## src/rtl/crc_frame_ctrl_pkg.sv

```systemverilog
// Shared constants, types and the CRC-8 step function for the framing controller.
package crc_frame_ctrl_pkg;

  localparam int CNT_W = 8;
  typedef logic [CNT_W-1:0] cnt_t;

  typedef enum logic [1:0] {
    ST_INIT    = 2'd0,
    ST_PAYLOAD = 2'd1,
    ST_APPEND  = 2'd2,
    ST_FLUSH   = 2'd3
  } state_t;

  // One byte through an MSB-first, non-reflected CRC-8.
  function automatic logic [7:0] crc8_step(input logic [7:0] crc,
                                           input logic [7:0] data,
                                           input logic [7:0] poly);
    logic [7:0] c;
    c = crc ^ data;
    for (int i = 0; i < 8; i++)
      c = c[7] ? ({c[6:0], 1'b0} ^ poly) : {c[6:0], 1'b0};
    return c;
  endfunction

endpackage

```

## src/rtl/crc_frame_ctrl_crc8.sv

```systemverilog
// Byte-wide CRC-8 accumulator; o_crc already includes a byte on the edge it is calculated.
module crc_8
  import crc_frame_ctrl_pkg::*;
#(
  parameter logic [7:0] POLY = 8'h07,
  parameter logic [7:0] INIT = 8'h00
) (
  input  logic       i_clk,
  input  logic       i_arst_n,
  input  logic       i_init,
  input  logic       i_calc,
  input  logic [7:0] i_data,
  output logic [7:0] o_crc
);

  always_ff @(posedge i_clk or negedge i_arst_n) begin
    if (!i_arst_n)   o_crc <= INIT;
    else if (i_init) o_crc <= INIT;
    else if (i_calc) o_crc <= crc8_step(o_crc, i_data, POLY);
  end

endmodule

```

## src/rtl/crc_frame_ctrl.sv

```systemverilog
// Streams payload bytes through a one-deep output register and appends a CRC-8 byte per frame.
module crc_frame_ctrl
  import crc_frame_ctrl_pkg::*;
#(
  parameter logic [7:0] POLY    = 8'h07,
  parameter logic [7:0] INIT    = 8'h00,
  parameter int         MAX_LEN = 64
) (
  input  logic        i_clk,
  input  logic        i_rst_n,
  input  logic        i_abort,
  input  logic [7:0]  i_s_data,
  input  logic        i_s_valid,
  input  logic        i_s_last,
  output logic        o_s_ready,
  output logic [7:0]  o_m_data,
  output logic        o_m_valid,
  output logic        o_m_last,
  input  logic        i_m_ready,
  output logic        o_len_err,
  output logic [15:0] o_frame_cnt
);

  localparam cnt_t MAX_CNT = cnt_t'(MAX_LEN);

  state_t      state, state_n;
  cnt_t        byte_cnt, cnt_n, cnt_inc;
  logic [7:0]  data_n, crc;
  logic        valid_n, last_n, len_err_n;
  logic [15:0] fcnt_n;
  logic        crc_init, crc_calc, s_fire, m_fire, at_max;

  crc_8 #(.POLY(POLY), .INIT(INIT)) u_crc (
    .i_clk    (i_clk),
    .i_arst_n (1'b1),
    .i_init   (crc_init),
    .i_calc   (crc_calc),
    .i_data   (i_s_data),
    .o_crc    (crc)
  );

  assign cnt_inc = byte_cnt + 1'b1;
  assign at_max  = (cnt_inc == MAX_CNT);
  assign m_fire  = o_m_valid && i_m_ready;
  assign s_fire  = i_s_valid && o_s_ready;

  always_comb begin
    state_n   = state;
    data_n    = o_m_data;
    valid_n   = o_m_valid;
    last_n    = o_m_last;
    cnt_n     = byte_cnt;
    fcnt_n    = o_frame_cnt;
    len_err_n = 1'b0;
    o_s_ready = 1'b0;
    crc_init  = 1'b0;
    crc_calc  = 1'b0;
    // Abort wins over everything; ready is held low so no byte is handshaken and then lost.
    if (i_abort) begin
      valid_n = 1'b0;
      last_n  = 1'b0;
      cnt_n   = '0;
      state_n = ST_INIT;
    end else begin
      case (state)
        ST_INIT: begin
          crc_init = 1'b1;
          state_n  = ST_PAYLOAD;
        end
        ST_PAYLOAD: begin
          o_s_ready = !o_m_valid || i_m_ready;
          if (s_fire) begin
            crc_calc = 1'b1;
            data_n   = i_s_data;
            valid_n  = 1'b1;
            last_n   = 1'b0;
            cnt_n    = cnt_inc;
            if (i_s_last || at_max) state_n = ST_APPEND;
            len_err_n = at_max && !i_s_last;
          end else if (m_fire) begin
            valid_n = 1'b0;
          end
        end
        ST_APPEND: begin
          if (!o_m_valid || i_m_ready) begin
            data_n  = crc;
            last_n  = 1'b1;
            valid_n = 1'b1;
            state_n = ST_FLUSH;
          end
        end
        ST_FLUSH: begin
          if (m_fire) begin
            valid_n = 1'b0;
            last_n  = 1'b0;
            fcnt_n  = o_frame_cnt + 16'd1;
            cnt_n   = '0;
            state_n = ST_INIT;
          end
        end
        default: state_n = ST_INIT;
      endcase
    end
  end

  always_ff @(posedge i_clk) begin
    if (!i_rst_n) begin
      state       <= ST_INIT;
      o_m_data    <= 8'h00;
      o_m_valid   <= 1'b0;
      o_m_last    <= 1'b0;
      o_len_err   <= 1'b0;
      o_frame_cnt <= 16'h0000;
      byte_cnt    <= '0;
    end else begin
      state       <= state_n;
      o_m_data    <= data_n;
      o_m_valid   <= valid_n;
      o_m_last    <= last_n;
      o_len_err   <= len_err_n;
      o_frame_cnt <= fcnt_n;
      byte_cnt    <= cnt_n;
    end
  end

endmodule

```

## config.mk

```make
export PLATFORM = sky130hd
export DESIGN_NAME = crc_frame_ctrl
export DESIGN_NICKNAME = d
export VERILOG_FILES = /design/src/rtl/crc_frame_ctrl_pkg.sv /design/src/rtl/crc_frame_ctrl_crc8.sv /design/src/rtl/crc_frame_ctrl.sv
export SDC_FILE = /design/constraint.sdc
export NUM_CORES = 1
export LEC_CHECK = 0
export CAP_MARGIN = 0
export CORE_ASPECT_RATIO = 0.8
export CORE_UTILIZATION = 54
export DETAILED_ROUTE_END_ITERATION = 12
export PLACE_DENSITY_LB_ADDON = 0.25
export REMOVE_ABC_BUFFERS = 1
export SETUP_SLACK_MARGIN = 0.4
export SYNTH_ARGS = -nofsm -noshare
export SYNTH_HDL_FRONTEND = slang
export SYNTH_HIERARCHICAL = 1
export SYNTH_SLANG_ARGS = --single-unit
```

## constraint.sdc

```tcl
create_clock -name i_clk -period 2.1 [get_ports i_clk]
set_input_delay 0.63 -clock i_clk [delete_from_list [all_inputs] [get_ports i_clk]]
set_output_delay 0.63 -clock i_clk [all_outputs]
set_load 0.02 [all_outputs]
```

After elaboration in Yosys (flattened, before gate mapping)

Index checks and enable logic that the tools add are counted.

Bits of input ports: 14
Flip-flop bits (word level): 45

Bitwise gates (word level): 13
Multiplexer cells: 33
Add/sub/neg operators: 2
Equality and inequality tests: 8
Reductions and logical operators: 19

Operators by type and width:

| kind                                          | number |
|---|---|
| two-way mux 8 bit                             | 4 |
| case mux 8 bit (2 select lines)               | 2 |
| two-way mux 3 bit                             | 8 |
| inverter 3 bit                                | 8 |
| adder 16 x 1 -> 16 bit, second input constant | 1 |
| two-way mux 1 bit                             | 12 |
| AND reduction 4 bit                           | 3 |
| adder 8 x 1 -> 8 bit, second input constant   | 1 |
| == test 8 x 7 -> 1 bit, second input constant | 1 |
| two-way mux 2 bit                             | 4 |
| != test 2 bit, second input constant          | 4 |
| case mux 2 bit (4 select lines)               | 1 |
| XOR 8 bit                                     | 1 |
| case mux 1 bit (3 select lines)               | 2 |
| AND reduction 3 bit                           | 2 |
| == test 2 bit, second input constant          | 2 |
| inverter 1 bit                                | 4 |
| nonzero test 2 bit                            | 2 |
| OR reduction 4 bit                            | 1 |
| logical AND 1 bit                             | 3 |
| nonzero test 3 bit                            | 1 |
| == test 2 x 1 -> 1 bit, second input constant | 1 |
| logical NOT 1 bit                             | 2 |
| logical NOT 2 bit                             | 1 |
| 3 further kinds                               | 4 |

Depth between registers and ports, before layout

Gate-level depths: netlist of the first run.

Word-level depth: 17
Mapped depth: 9
Mapped depth without buffers: 9

By module

The synthesis of the first run kept the hierarchy.

By module, submodules not included:

| module         | area each (um^2) | instances | cells each |
|---|---|---|---|
| crc_frame_ctrl | 2,014.4          | 1         | 229 |
| crc_8          | 636.9            | 1         | 57 |

Least setup slack after synthesis of the first run

OpenSTA, ideal clock, no wires.

Path kind: input -> register
From: input i_s_data[3]
To: register u_crc.o_crc[4]
Stages on the path: 4
Data required time: 1,973 ps
Arrival time: 1,715 ps
Path slack: 257 ps
Cell sequence: xnor2_1 -> xnor3_1 -> nor2_1 -> mux2_1

Word-level cells in the longest chain between the ends: 4

Ends and longest elaborated chain:

| element                         | RTL line                  | source |
|---|---|---|
| start: declaration              | crc_frame_ctrl.sv:12      | `input logic [7:0] i_s_data,` |
| XOR 8 bit (*)                   | crc_frame_ctrl_pkg.sv:19  | `c = crc ^ data;` |
| two-way mux 3 bit (*)           | crc_frame_ctrl_pkg.sv:21  | `c = c[7] ? ({c[6:0], 1'b0} ^ poly) : {c[6:0], 1'b0};` |
| inverter 3 bit (no source line) | -                         |  |
| two-way mux 3 bit (*)           | crc_frame_ctrl_pkg.sv:21  |  |
| end signal: assignment          | crc_frame_ctrl_crc8.sv:19 | `else if (i_calc) o_crc <= crc8_step(o_crc, i_data, POLY);` |
| end: declaration                | crc_frame_ctrl_crc8.sv:13 | `output logic [7:0] o_crc` |

Mark *: on every way between the ends. The rest lies on a longest branch, timed or not.
A chain may end at the register's enable or synchronous reset.

Worst setup path after layout of the first run

From: input i_m_ready
To: output o_s_ready

Word-level cells in the longest chain between the ends: 3

Ends and longest elaborated chain:

| element            | RTL line             | source |
|---|---|---|
| start: declaration | crc_frame_ctrl.sv:19 | `input logic i_m_ready,` |
| logical OR 1 bit   | crc_frame_ctrl.sv:71 | `o_s_ready = !o_m_valid \|\| i_m_ready;` |
| two-way mux 1 bit  | crc_frame_ctrl.sv:65 | `case (state)` |
| two-way mux 1 bit  | crc_frame_ctrl.sv:59 | `if (i_abort) begin` |
| end: declaration   | crc_frame_ctrl.sv:15 | `output logic o_s_ready,` |

Every way passes these cells.

==> results of run 1 <==
==> synthesized netlist by cell type, drive strengths merged (2+ instances only) <==
library cell and instances:
o31ai 2, nand2b 4, nand2 17, buf 7
a21boi 2, a31oi 2, xnor3 3, ha 8
and3 3, nand3b 3, dfrtp 8, xor3 3
a21oi 16, dfxtp 37, xor2 2, clkbuf 6
nand3 7, nor3b 2, xnor2 28, mux2i 13
a31o 3, and2 14, a211oi 3, nand4 11
nor2 23, mux2 2, o21ai 17, nor3 4
inv 7, or3 4, o211a 8, nor2b 9
==> layout by cell type, fill, tap and decap left out, types with 9 or more instances in the layout <==
master	netlist	routed
nand4_1	10	10
and2_1	14	14
buf_6	0	12
dfxtp_1	37	27
mux2i_1	13	13
nor2_1	22	16
a21oi_1	16	12
dfxtp_2	0	9
buf_4	2	39
o21ai_0	17	11
dlygate4sd2_1	0	19
nand2_1	16	16
xnor2_1	27	20
==> layout make-up <==
type | instances | area (um^2) | share of cell area
inverters | 8 | 37.5 | 0.00982
multi-input cells | 227 | 1880 | 0.493
clock inverters | 1 | 8.76 | 0.00229
repair buffers | 91 | 763 | 0.200
flip-flops and latches | 45 | 957 | 0.250
clock buffers | 7 | 97.6 | 0.0255
well taps | 60 | 75.1 | 0.0196
==> worst reg2reg max path, stage by stage (launching register included) <==
cell	delay (ps)
dfrtp_2	420
xor3_1	410
xnor3_1	370
or3_4	360
a21oi_2	140
==> logic make-up (layout without fill, tap and decap cells) <==
group / count (synthesis) / in the layout
AND/OR/NAND/NOR: 105 / 105
flip-flops: 45 / 45
XOR/XNOR: 36 / 36
AO/OA/AOI/OAI: 55 / 55
adder cells (fa/ha/maj): 8 / 8
multiplexers: 15 / 15
other: 1 / 8
buffers and inverters: 21 / 107
==> power breakdown <==
part	leakage (nW)	total [mW]	switching [mW]	internal, mW
Clock	0.0536	0.629	0.319	0.310
Combinational	1.25	0.474	0.231	0.243
Sequential	0.413	0.899	0.0233	0.876
Total	1.72	2.00	0.574	1.43
==> sequential cells by signal, summed over array words and instances (netlist names) <==
signal / count
u_crc/o_crc: 8
o_frame_cnt: 16
byte_cnt: 8
o_m_valid: 1
o_m_data: 8
o_m_last: 1
state: 2
o_len_err: 1
==> per-layer routing <==
metal	GRT usage	vias up
li1	-	1183
met1	0.350	1181
met2	0.436	121
met3	0.0493	34
met4	0.114	0
met5	0	-
==> through the flow <==
step           cell area (um^2)  hold slack (ps)
2_1_floorplan              2620              455
3_3_place_gp               3360              475
3_5_place_dp               3360              481
4_1_cts                    3620              505
5_1_grt                    3820              526
6_report                   3820              506
==> final timing paths <==
check	end	slack, ps	cells after the start
max	o_s_ready	260	4
min	o_m_data[7]	510	1
max reg2reg	u_crc/o_crc[2]	340	4
min reg2reg	o_m_data[7]	510	1
==> timing repair <==
action / CTS / global route
pin swaps: 20 / 28
gates resized for setup: 96 / 65
buffers inserted: 7 / 9
endpoints found under the setup margin: 66 / 40
==> impl_results.md, run 1 <==
- Hold Crit Start: o_m_data[7]
- Initial antenna violation count: 0
- Fin nets: 400
- M1 WL: approximately 3300 um
- Cell Rows: 22
- CTS max path bufs: 2
- Ranking of synthesized cells by area: dfxtp_1 28%, xnor2_1 8.9%, dfrtp_1 7.6%
- Buf+Inv Stages, Crit Path: 2
- CP Capture Type: primary output
- Max-slew violations: 0
- Largest family of logic cells by synthesized area: simple AND/OR/NAND/NOR gates
- Post-Syn Area: 0.00265 mm^2
- Ys Warns: 6
- Startpoint class of the critical path: primary input
- Dpl hpwl: 4200 um
- Vias per cell: 5.74
- Vias in the first global route: approximately 2,200
- Final period utilization: 0.875
- Grt total ovfl: 0
- Compound-Gate Fraction of Synth Area: 0.135
- Vias after detailed routing: 2,519
- Core area: 0.00465 mm^2
- Post-synthesis simple-gate area fraction: 0.224
- Top Family by Delay on Critical Path: simple AND/OR/NAND/NOR gates
- Pwr dens: 524 mW/mm^2
- Critical path peak fanout: 2
- Largest area contributor in the netlist: dfxtp_1
- CP peak stage delay: 210 ps
- Dominant synthesized flop cell: dfxtp_1
- Largest net degree at the start of global routing: 25
- Flops & latches, synth: 45
- Pre-CTS setup slack: -497 ps
- Synth cell types: 50
- Clock root buffer: clkbuf_8
- Met2 wire length: 3730 um
- Initial Utilization: 0.570
- Finished Layout Cells: 439
- # hold bufs at CTS: 0
- ANT cells: 0
- DRT antenna net count: 0
- Routability cong.: roughly 0.86
- EDFF count, synth: 0
- First-pass iteration count of the detailed router: 5
- Clock sinks: between 40 and 50
- Worst hold path class: flop to flop
- Max cap viols: 0
- Status: finished clean
- RSZ-0062 raised after global routing: yes
- CP max-delay cell: nor2b_1
- Proportion of synthesized area in mux cells: 0.0576
- Placed Cells: 415
- Die area: 0.00520 mm^2
- Initial DRC Count: roughly 170
- FF-to-FF Start: u_crc/o_crc[1]
- All-Layer GR Usage: 0.269
- Async S/R FF share, synth: 0.178
- Post-synthesis xor/xnor area fraction: 0.154
- Share of cells above drive strength 1: 0.351
- Routed length on met3: around 490 um
- Worst EP required: 1470 ps
- Uppermost routed layer: met4
- Cell count after synthesis: 286
- Crit Path Class: primary input to primary output
- Die Wd: 80.3 um
- Clock transition at the registers of the reported paths: approximately 80 ps
- Setup Skew: between 6 and 7 ps
- Port Buffer Count: 41
- Final hold viol count: 0
- Ports: 42
- Remaining DRCs: 0
- Worst VDD drop: around 0.35 mV
- Die Ht: 64.7 um
- DR WL/cell: about 18 um
- Worst-Skew Late Latency: 310 ps
- Post-synthesis adder-cell area fraction: 0.0378
- Avg Inst Size Synth: a little over 9 um^2
- Total CTS buffers: 5
- Final WL: 7860 um
- Final TNS setup: 0 ps
- CP Launch Point: i_m_ready
- Post-synthesis sequential area ratio: 0.355
- First-pass GRT wire length: 10,500 um
- Number of H-tree levels: 2
- Power, Total: between 2 and 2.5 mW
- Fillers: 267
- WP data arrival: 1210 ps
- # setup viols final: 0
- Minimum clock period: 1840 ps
- Leak pwr: between 1.5 and 2 nW
- Area growth syn-to-layout: 44.2%
- Top-area cell type share of the netlist area: 0.279
- Final setup margin: roughly 260 ps
- CTS tree: yes
- Core Util, Final: 0.822
- Sequence of cells on the critical path: buf_2 -> nor2b_1 -> nor3b_2 -> buf_4
- Fmax achieved: ~0.54 GHz
Note: power is estimated with default switching activity, not from simulation.
==> inputs of run 2 (changes only) <==
--- a/config.mk
+++ b/config.mk
@@ -5,9 +5,11 @@
 export SDC_FILE = /design/constraint.sdc
 export NUM_CORES = 1
 export LEC_CHECK = 0
+export ABC_AREA = 1
 export CAP_MARGIN = 0
 export CORE_ASPECT_RATIO = 0.8
 export CORE_UTILIZATION = 54
+export CTS_CLUSTER_SIZE = 25
 export DETAILED_ROUTE_END_ITERATION = 12
 export PLACE_DENSITY_LB_ADDON = 0.25
 export REMOVE_ABC_BUFFERS = 1
==> impl_results.md, run 2 <==
- Ports: 42
- Final period utilization: 0.873
- CP max-delay cell: dfxtp_2
- # setup viols final: 0
- Worst VDD drop: 0.406 mV
- EDFF count, synth: 0
- Largest net degree at the start of global routing: 19
- Grt total ovfl: 0
- Core Util, Final: 0.773
- Avg Inst Size Synth: ~7 um^2
- Cell Rows: 22
- Die area: 0.00530 mm^2
- Largest register FFs: 16
- Max-slew violations: 0
- Worst EP required: ~1500 ps
- Number of H-tree levels: 2
- Largest area contributor in the netlist: dfxtp_1
- Clock sinks: 45
- Vias after detailed routing: 2,821
- Die Ht: 65.3 um
- # hold bufs at CTS: 0
- Setup Skew: 8.87 ps
- Dominant synthesized flop cell: dfxtp_1
- Most frequent cells in the layout: 115 x nand2_1, 42 x inv_1, 33 x dfxtp_1
- Sequence of cells on the critical path: inv_4 -> ha_4 -> inv_2 -> nor3_2 -> buf_4
- CTS max path bufs: 2
- CTS tree: yes
- RSZ-0062 raised after global routing: yes
- Clock root buffer: clkbuf_8
- DRT antenna net count: 0
- Share of cells above drive strength 1: 0.222
- Dpl hpwl: 4830 um
- Top post-synthesis cells by count: 121 x nand2_1, 48 x inv_1, 37 x dfxtp_1, 33 x nand3_1, 27 x nor2_1
- First-pass iteration count of the detailed router: 7
- First-pass GRT wire length: 11,200 um
- Fmax achieved: 0.546 GHz
- Synth cell types: 42
- Buf+Inv Stages, Crit Path: 3
- Total CTS buffers: 5
- Vias per cell: about 5.3
- Min Hold Slack: just under 500 ps
- Post-Syn Area: approximately 0.0027 mm^2
- Async S/R FF share, synth: 0.178
- Cell count after synthesis: 389
- DR WL/cell: 13.6 um
- Hold Crit Start: o_frame_cnt[15]
- Flops & latches, synth: 45
- Die Wd: between 80 and 90 um
- Worst hold path class: flop to flop
- Pwr dens: around 550 mW/mm^2
- Ys Warns: 6
- Final WL: 7190 um
- Post-synthesis sequential area ratio: 0.348
- Ranking of synthesized cells by area: dfxtp_1 27%, nand2_1 17%, dfrtp_1 7.4%
- Initial DRC Count: 242
- Core area: between 0.004 and 0.005 mm^2
- Critical path peak fanout: 3
- Initial antenna violation count: 0
- Routability cong.: 0.855
- Top-area cell type share of the netlist area: 0.274
- Fin nets: 490
- Clock transition at the registers of the reported paths: 90 ps
- CP Launch Point: state[1]
- Most common cell in the netlist: nand2_1
- Minimum clock period: 1830 ps
- CP Capture Type: primary output
- Startpoint class of the critical path: flop
- Most common cell after layout, fill and taps aside: nand2_1
- Final hold viol count: 0
- ANT cells: 0
- FF-to-FF Start: state[1]
- Status: finished clean
- Max cap viols: 0
- All-Layer GR Usage: 0.276
- Initial Utilization: 0.574
- Leak pwr: 1.76 nW
- CP peak stage delay: 350 ps
- Area growth syn-to-layout: 34.5%
- Biggest register: o_frame_cnt
- Top Family by Delay on Critical Path: flip-flops
- Crit Path Class: flop to primary output
- WP data arrival: 1200 ps
- Worst-Skew Late Latency: around 310 ps
- Vias in the first global route: 2,465
- Remaining DRCs: 0
- Port Buffer Count: 41
[run 2: changes by cell type after synthesis, sizes merged, moves of 7 or more]
cell,previous run,this run
nand4,11,3
a21oi,16,23
xnor2,28,5
nand3,7,35
and2,14,1
inv,7,55
nand2,17,124
nor2b,9,0
nor2,23,32
mux2i,13,0
[run 2: layout make-up]
cell class | instances | area, um^2
inverter | 56 | 221
clock buffer | 7 | 108
sequential | 45 | 951
timing repair buffer | 69 | 597
multi-input combinational | 290 | 1670
timing repair inverter | 1 | 7.51
clock inverter | 1 | 7.51
fill | 349 | 1070
tap | 60 | 75.1
[run 2: logic make-up (layout without fill, tap and decap cells)]
kind of cell,Yosys count,after routing,synth area share
other,1,8,0.00139
flip-flops,45,45,0.348
adder cells (fa/ha/maj),8,8,0.0370
AO/OA/AOI/OAI,56,56,0.128
AND/OR/NAND/NOR,206,206,0.345
buffers and inverters,61,134,0.0912
XOR/XNOR,12,12,0.0500
[run 2: layer usage]
| metal | vias up | track usage | share of wire |
|---|---|---|---|
| li1 | 1397 | - | - |
| met1 | 1318 | 0.368 | 0.46 |
| met2 | 100 | 0.461 | 0.48 |
| met3 | 6 | 0.0431 | 0.053 |
| met4 | 0 | 0.0714 | 0.0082 |
| met5 | - | 0 | 0 |
[run 2: path summary, 6_finish.rpt]
path,to,depth (start not counted),slack [ps]
max,o_s_ready,5,270
min,o_frame_cnt[15],2,490
max reg2reg,byte_cnt[1],9,440
min reg2reg,o_frame_cnt[15],2,490
[run 2: stage by stage]
| stage | area, um^2 | power (mW) | instances | TNS (ps) | worst slack (ps) |
|---|---|---|---|---|---|
| 2_1_floorplan | 2700 | 1.17 | 391 | 0 | 217 |
| 3_3_place_gp | 3350 | 1.31 | 514 | -3370 | -534 |
| 3_5_place_dp | 3350 | 1.33 | 514 | -4200 | -584 |
| 4_1_cts | 3540 | 1.99 | 528 | 0 | 152 |
| 5_1_grt | 3640 | 2.11 | 529 | 0 | 225 |
| 6_report | 3640 | 2.02 | 529 | 0 | 267 |
[run 2: worst register-to-register path, delay by kind of cell, from the launching register on]
family	cells	cell delay (ps)
buffers and inverters	3	390
DFF	1	350
and+or+nand+nor	3	340
AOI/OAI and AO/OA	2	300
adders and majority gates	1	210
[run 2: repair_timing]
item | 4_1_cts | 5_1_grt
gates resized for setup | 59 | 51
setup buffers | 5 | 1
endpoints found under the setup margin | 69 | 46
cloned | 1 | 0
pin swaps | 5 | 14
endpoints found under the hold margin | 0 | 0
[run 2: where the power goes]
part	internal (mW)	switching [mW]
clock network	0.339	0.315
registers	0.883	0.0293
logic	0.179	0.271
